--- src/rtl/fetch_stage_pkg.sv ---
// Purpose: shared FSM encodings and fetch constants for fetch_stage and its queue.
// Latency: n/a (types and constants only).
// Backpressure: n/a.
package fetch_stage_pkg;

    typedef enum logic [1:0] {
        ST_BOOT = 2'd0,
        ST_RUN  = 2'd1,
        ST_HALT = 2'd2
    } fetch_state_e;

    // Presented on out_instr whenever the queue is empty.
    localparam logic [31:0] NOP_WORD = 32'h0000_0000;

    // Default PC after reset; widened to ADDR_W at the point of use.
    localparam int DEFAULT_RESET_PC = 0;

    // Byte distance between consecutive instructions.
    localparam int PC_INC = 4;

endpackage

--- src/rtl/fetch_stage_queue.sv ---
// Purpose: 2-entry FIFO with flush, holding packed {instr, pc, pc4} fetch entries.
// Latency: push visible at head the cycle after push; head is combinational from storage.
// Backpressure: none internal; caller guarantees no push when full (credit-limited upstream).
//
// Ports: clk, reset (async active-high), flush (clears contents, beats push/pop),
//        in_vld/in_dat (push), pop_en (drop head), head_vld/head_dat, count (0..2).
module fetch_stage_queue #(
    parameter int WIDTH = 8
) (
    input  logic             clk,
    input  logic             reset,
    input  logic             flush,
    input  logic             in_vld,
    input  logic [WIDTH-1:0] in_dat,
    input  logic             pop_en,
    output logic             head_vld,
    output logic [WIDTH-1:0] head_dat,
    output logic [1:0]       count
);

    logic [WIDTH-1:0] slot_q [2];
    logic             wr_ptr_q;
    logic             rd_ptr_q;
    logic [1:0]       count_q;
    logic             do_pop;

    // Popping an empty queue is ignored rather than underflowing the count.
    assign do_pop   = pop_en && (count_q != 2'd0);
    assign head_vld = (count_q != 2'd0);
    assign head_dat = slot_q[rd_ptr_q];
    assign count    = count_q;

    always_ff @(posedge clk or posedge reset) begin
        if (reset) begin
            slot_q[0] <= '0;
            slot_q[1] <= '0;
            wr_ptr_q  <= 1'b0;
            rd_ptr_q  <= 1'b0;
            count_q   <= 2'd0;
        end else if (flush) begin
            wr_ptr_q <= 1'b0;
            rd_ptr_q <= 1'b0;
            count_q  <= 2'd0;
        end else begin
            if (in_vld) begin
                slot_q[wr_ptr_q] <= in_dat;
                wr_ptr_q         <= ~wr_ptr_q;
            end
            if (do_pop) begin
                rd_ptr_q <= ~rd_ptr_q;
            end
            count_q <= count_q + {1'b0, in_vld} - {1'b0, do_pop};
        end
    end

endmodule

--- src/rtl/fetch_stage.sv ---
// Purpose: instruction fetch; owns PC, drives 1-cycle imem, queues words for decode.
// Latency: reset release -> first out_valid in 3 cycles; 1 instr/cycle sustained.
// Backpressure: out_ready low holds head; issue stops once queued + in-flight reaches 2.
//
// Ports: clk, reset (async active-high); redirect_valid/redirect_target (flush + new PC);
//        halt_req; imem_en/imem_addr/imem_rdata (synchronous imem, data one cycle later);
//        out_valid/out_ready/out_instr/out_pc/out_pc4 (decode handoff).
// Optional: FETCH_PERF_EN adds perf_fetch_cnt (pushes) and perf_stall_cnt (stalled cycles).
module fetch_stage
    import fetch_stage_pkg::*;
#(
    parameter int                ADDR_W   = 8,
    parameter int                DATA_W   = 32,
    parameter logic [ADDR_W-1:0] RESET_PC = ADDR_W'(DEFAULT_RESET_PC)
) (
    input  logic              clk,
    input  logic              reset,
    input  logic              redirect_valid,
    input  logic [ADDR_W-1:0] redirect_target,
    input  logic              halt_req,
    output logic              imem_en,
    output logic [ADDR_W-1:0] imem_addr,
    input  logic [DATA_W-1:0] imem_rdata,
    output logic              out_valid,
    input  logic              out_ready,
    output logic [DATA_W-1:0] out_instr,
    output logic [ADDR_W-1:0] out_pc,
    output logic [ADDR_W-1:0] out_pc4
`ifdef FETCH_PERF_EN
    ,
    output logic [31:0]       perf_fetch_cnt,
    output logic [31:0]       perf_stall_cnt
`endif
);

    localparam int ENT_W = DATA_W + 2 * ADDR_W;

    fetch_state_e      state_q, state_d;
    logic [ADDR_W-1:0] pc_q;
    logic              inflight_q;
    logic [ADDR_W-1:0] inflight_pc_q;
    logic              fetch_en;
    logic              pop;
    logic              push;
    logic              q_vld;
    logic [1:0]        q_count;
    logic [ENT_W-1:0]  push_dat;
    logic [ENT_W-1:0]  head_dat;
    logic [2:0]        occupancy;

    // ---------------- FSM: state register ----------------
    always_ff @(posedge clk or posedge reset) begin
        if (reset) begin
            state_q <= ST_BOOT;
        end else begin
            state_q <= state_d;
        end
    end

    // ---------------- FSM: next state ----------------
    always_comb begin
        state_d = state_q;
        case (state_q)
            ST_BOOT: state_d = ST_RUN;
            ST_RUN:  if (!redirect_valid && halt_req) state_d = ST_HALT;
            ST_HALT: if (redirect_valid) state_d = ST_RUN;
            default: state_d = ST_BOOT;
        endcase
    end

    // ---------------- FSM: outputs ----------------
    // A slot is free when what is queued plus what is still coming back, less
    // what decode takes this cycle, leaves room; this is what keeps the
    // 2-entry queue from ever overflowing.
    assign pop       = q_vld && out_ready;
    assign occupancy = {1'b0, q_count} + {2'b00, inflight_q};

    always_comb begin
        fetch_en = 1'b0;
        if (state_q == ST_RUN && !redirect_valid &&
            occupancy < (3'd2 + {2'b00, pop})) begin
            fetch_en = 1'b1;
        end
    end

    assign imem_en   = fetch_en;
    assign imem_addr = pc_q;

    // ---------------- PC and in-flight tracking ----------------
    always_ff @(posedge clk or posedge reset) begin
        if (reset) begin
            pc_q          <= RESET_PC;
            inflight_q    <= 1'b0;
            inflight_pc_q <= '0;
        end else begin
            inflight_q <= fetch_en;
            if (fetch_en) begin
                inflight_pc_q <= pc_q;
            end
            if (redirect_valid) begin
                pc_q <= redirect_target & ~ADDR_W'(3);
            end else if (fetch_en) begin
                pc_q <= pc_q + ADDR_W'(PC_INC);
            end
        end
    end

    // A response landing in a redirect cycle belongs to the old path: drop it.
    assign push     = inflight_q && !redirect_valid;
    assign push_dat = {imem_rdata, inflight_pc_q, inflight_pc_q + ADDR_W'(PC_INC)};

    fetch_stage_queue #(
        .WIDTH(ENT_W)
    ) u_queue (
        .clk      (clk),
        .reset    (reset),
        .flush    (redirect_valid),
        .in_vld   (push),
        .in_dat   (push_dat),
        .pop_en   (pop),
        .head_vld (q_vld),
        .head_dat (head_dat),
        .count    (q_count)
    );

    // Empty queue presents a NOP with zero PCs so no stale entry is ever visible.
    assign out_valid = q_vld;
    assign out_instr = q_vld ? head_dat[ENT_W-1 -: DATA_W]        : DATA_W'(NOP_WORD);
    assign out_pc    = q_vld ? head_dat[2*ADDR_W-1 -: ADDR_W]     : '0;
    assign out_pc4   = q_vld ? head_dat[ADDR_W-1:0]               : '0;

`ifdef FETCH_PERF_EN
    always_ff @(posedge clk or posedge reset) begin
        if (reset) begin
            perf_fetch_cnt <= 32'd0;
            perf_stall_cnt <= 32'd0;
        end else begin
            if (push) begin
                perf_fetch_cnt <= perf_fetch_cnt + 32'd1;
            end
            if (q_vld && !out_ready) begin
                perf_stall_cnt <= perf_stall_cnt + 32'd1;
            end
        end
    end
`endif

endmodule

--- config.mk ---
export PLATFORM = sky130hd
export DESIGN_NAME = fetch_stage
export DESIGN_NICKNAME = d
export VERILOG_FILES = /design/src/rtl/fetch_stage_pkg.sv /design/src/rtl/fetch_stage_queue.sv /design/src/rtl/fetch_stage.sv
export SDC_FILE = /design/constraint.sdc
export NUM_CORES = 1
export LEC_CHECK = 0
export ABC_AREA = 1
export ABC_CLOCK_PERIOD_IN_PS = 3750
export CORE_MARGIN = 4
export CORE_UTILIZATION = 43
export CTS_CLUSTER_SIZE = 20
export DETAILED_ROUTE_END_ITERATION = 10
export PLACE_DENSITY = 0.71
export SYNTH_ARGS = -nofsm -noshare
export SYNTH_HDL_FRONTEND = slang
export SYNTH_SLANG_ARGS = --single-unit
--- constraint.sdc ---
create_clock -name clk -period 3.75 [get_ports clk]
set_input_delay 0.75 -clock clk [delete_from_list [all_inputs] [get_ports clk]]
set_output_delay 0.75 -clock clk [all_outputs]
set_load 0.02 [all_outputs]
==> impl_results.md <==
* Status: finished, final reports clean
* Largest net degree at the start of global routing at 68
* Combinational fraction of design power at 39.3%
* Slowest CP cell: clkdlybuf4s50_1
* GRT Resource Usage Total at 17.57%
* WL final at 11.43 mm
* # setup viols final at 0
* Synth Register Bits at 107
* Gate Count Post-Synth at 615
* Final ANT Viol Nets at 0
* Critical Path, Cell by Cell: clkdlybuf4s50_1 -> nand3_4 -> a21oi_2 -> clkdlybuf4s50_1
* HPWL after detailed placement at 7.563 mm
* CP required at 3.00 ns
* CP most frequent cell: clkdlybuf4s50_1
* Total die area at 13550 um2
* IO buf count at 94
* Netlist cell types at 26
* Yosys Warn Count at 0
* Top-Level Pins at 103
* Starting DRT DRC Count at 386
* Worst reg2reg path endpoint: u_queue.count[1]$_DFF_PP0_
* Setup Fix Bufs, Post-CTS at 0
* Rows at 39
* P_leak at 2.973 nW
* Crit path kind: in2out
* Synth Flop Type: dfrtp_1
* GP Congestion at 0.7830
* Max cap viols at 0
* Via density at 5.093
* Sw Ratio at 38.03%
* Hold crit path type: reg2reg
* Clock Sinks at 107
* Setup Total Neg Slack at 0 ns
* Layout Cells excl Fill at 840
* Unrepaired setup endpoints after global routing: false
* Post-synth EDFFs at 0
* Core area at 11470 um2
* Inst Count DP at 825
* Clock Power Share at 19.4%
* Cts hold-fix bufs at 0
* Avg Synthesized Cell Area at 8.217 um2
* Final hold viol count at 0
* Die height at 116.4 um
* Worst-Margin Slew at 0.8467 ns
* Most frequent cells in the layout: 210 x nand2_1, 106 x dfrtp_1, 94 x clkdlybuf4s50_1, 62 x inv_1, 57 x o21ai_1
* Worst r2r src: u_queue.count[0]$_DFF_PP0_
* CTS Buf Count at 9
* Initial antenna violation count at 0
* Final Max Slew Viols at 0
* CTS clk-pin slew, worst paths at 0.06 ns
* Drt drc at 0
* Worst setup margin at 0.5491 ns
* CP Capture Type: output port
* FF-to-FF setup slack at 1.49 ns
* Root Driver: clkbuf_16
* Bufs and invs on worst path at 2
* Fraction of registers with async set/reset at 100.0%
* Drt pass-1 iters at 6
* Maximum clock rate at 312.4 MHz
* Hold slack final at 0.4852 ns
* Grt ovf at 0
* ANT cells at 0
* CP max stage delay at 0.70 ns
* Dpl ws at 0.5604 ns
* Htree depth at 3
* Relative slew slack at 43.47%
* Max VDD drop at 338.1 uV
* Fraction of layout cells with a size suffix above 1 at 5.022%
* Sequential share of power at 41.3%
* Wire length per cell at 13.61 um
* Tcrit/Tclk final at 85.36%
* Sequential area share after synthesis at 52.98%
* Worst Reg-to-Reg Cells at 9
* Crit-path max FO at 10
* Number of global-route vias before repair at 4158
* CP arrival at 2.45 ns
* Routed vias at 4278
* # resized after CTS at 0
* Chip width at 116.4 um
* Initial Utilization at 44.07%
* Largest delay share family, worst path: buffers and inverters
* P_sw at 1.764 mW
* PwrDens at 739.7 nW/um2
* Hold path startpoint: u_queue.slot_q[7]$_DFFE_PP0P_
* Hold depth at 2
* Hold worst-path end: u_queue.slot_q[7]$_DFFE_PP0P_
* Startpoint types: primary input
* Worst skew pair latency at 0.33 ns
* Post-Syn Area at 5054 um2
* Area delta synth->final at 24.09%
* CTS tree: yes
* Nets at 744
* Int Pwr at 2.875 mW
* Post-route minimum period at 3.201 ns
* First-pass GRT wire length at 19.33 mm
* Clock tree buffer depth at 2
* Commonest non-fill, non-tap cell in the layout: nand2_1
* Layout Skew at 0.003710 ns
through the flow:
stage,power [mW],instance area [um2],util [%]
detailed placement,3.772,5988,52.22
CTS,4.689,6271,54.69
global route,5.020,6271,54.69
finish,4.639,6271,54.69
floorplan,3.121,5072,-
global placement,3.693,5988,52.22
worst min-delay path: stages, from the launching register on:
cell and delay, ns:
dfrtp_1 0.34, nand2_1 0.06, nand2_1 0.05
worst max-delay path by stage:
stage / depth (start not counted) / from / end / slack, ns
3_3_place_gp: 4 / out_ready / imem_en / 0.58
6_report: 4 / out_ready / imem_en / 0.55
4_1_cts: 4 / out_ready / imem_en / 0.55
5_1_grt: 5 / redirect_valid / imem_en / 0.48
3_5_place_dp: 4 / out_ready / imem_en / 0.56
2_1_floorplan: 1 / reset / imem_addr[2]$_DFFE_PP0P_ / 0.18
power by group through the flow:
stage                     logic, mW  clock network [mW]  registers [mW]
after global placement         1.79                   0            1.90
after global routing           2.08               0.972            1.97
final                          1.82               0.900            1.91
after CTS                      1.86               0.926            1.91
after floorplan                1.24                   0            1.89
after detailed placement       1.85                   0            1.93
cells by family (layout without fill, tap and decap cells):
| kind of cell | after synthesis | in the layout | share of synthesized area, % |
|---|---|---|---|
| xor gates and xnor gates | 6 | 6 | 1.040 |
| and+or+nand+nor | 244 | 244 | 19.31 |
| DFF | 107 | 107 | 52.98 |
| other | 1 | 6 | 0.07420 |
| AOI/OAI and AO/OA | 145 | 145 | 14.58 |
| adders and majority gates | 6 | 6 | 1.485 |
| buffers and inverters | 106 | 183 | 10.52 |
metal layers:
metal	share of wire, %	vias up	track usage, %
met5	0	-	0
met4	0.73	0	3.790
met3	6.1	11	3.575
met2	47	123	28.03
met1	46	2065	25.03
li1	-	2079	-
cells in the mapped netlist (all sizes together), types with 2 or more instances:
| cell type | count | area (um2) |
|---|---|---|
| clkbuf | 6 | 22.52 |
| a21oi | 48 | 244.0 |
| buf | 35 | 265.3 |
| o21bai | 2 | 15.01 |
| nand2 | 214 | 818.3 |
| ha | 6 | 75.07 |
| o21ai | 94 | 470.5 |
| nor2 | 11 | 48.80 |
| inv | 65 | 244.0 |
| dfrtp | 107 | 2678 |
| xor2 | 5 | 43.79 |
| nand3 | 17 | 97.60 |
sequential cells by signal, summed over array words and instances (netlist names):
signal            count
inflight_q            1
u_queue.count         2
state_q               2
u_queue.rd_ptr_q      1
imem_addr             6
u_queue.wr_ptr_q      1
u_queue.slot_q       88
inflight_pc_q         6
final cells by class:
class | instances | area (um2)
fillers | 1078 | 5196
flip-flops and latches | 107 | 2679
multi-input cells | 407 | 1863
repair buffers | 103 | 1021
inverters | 65 | 246.5
clock buffers | 9 | 225.2
well taps | 143 | 178.9
clock inverters | 6 | 57.56
(Power assumes the default switching activity.)
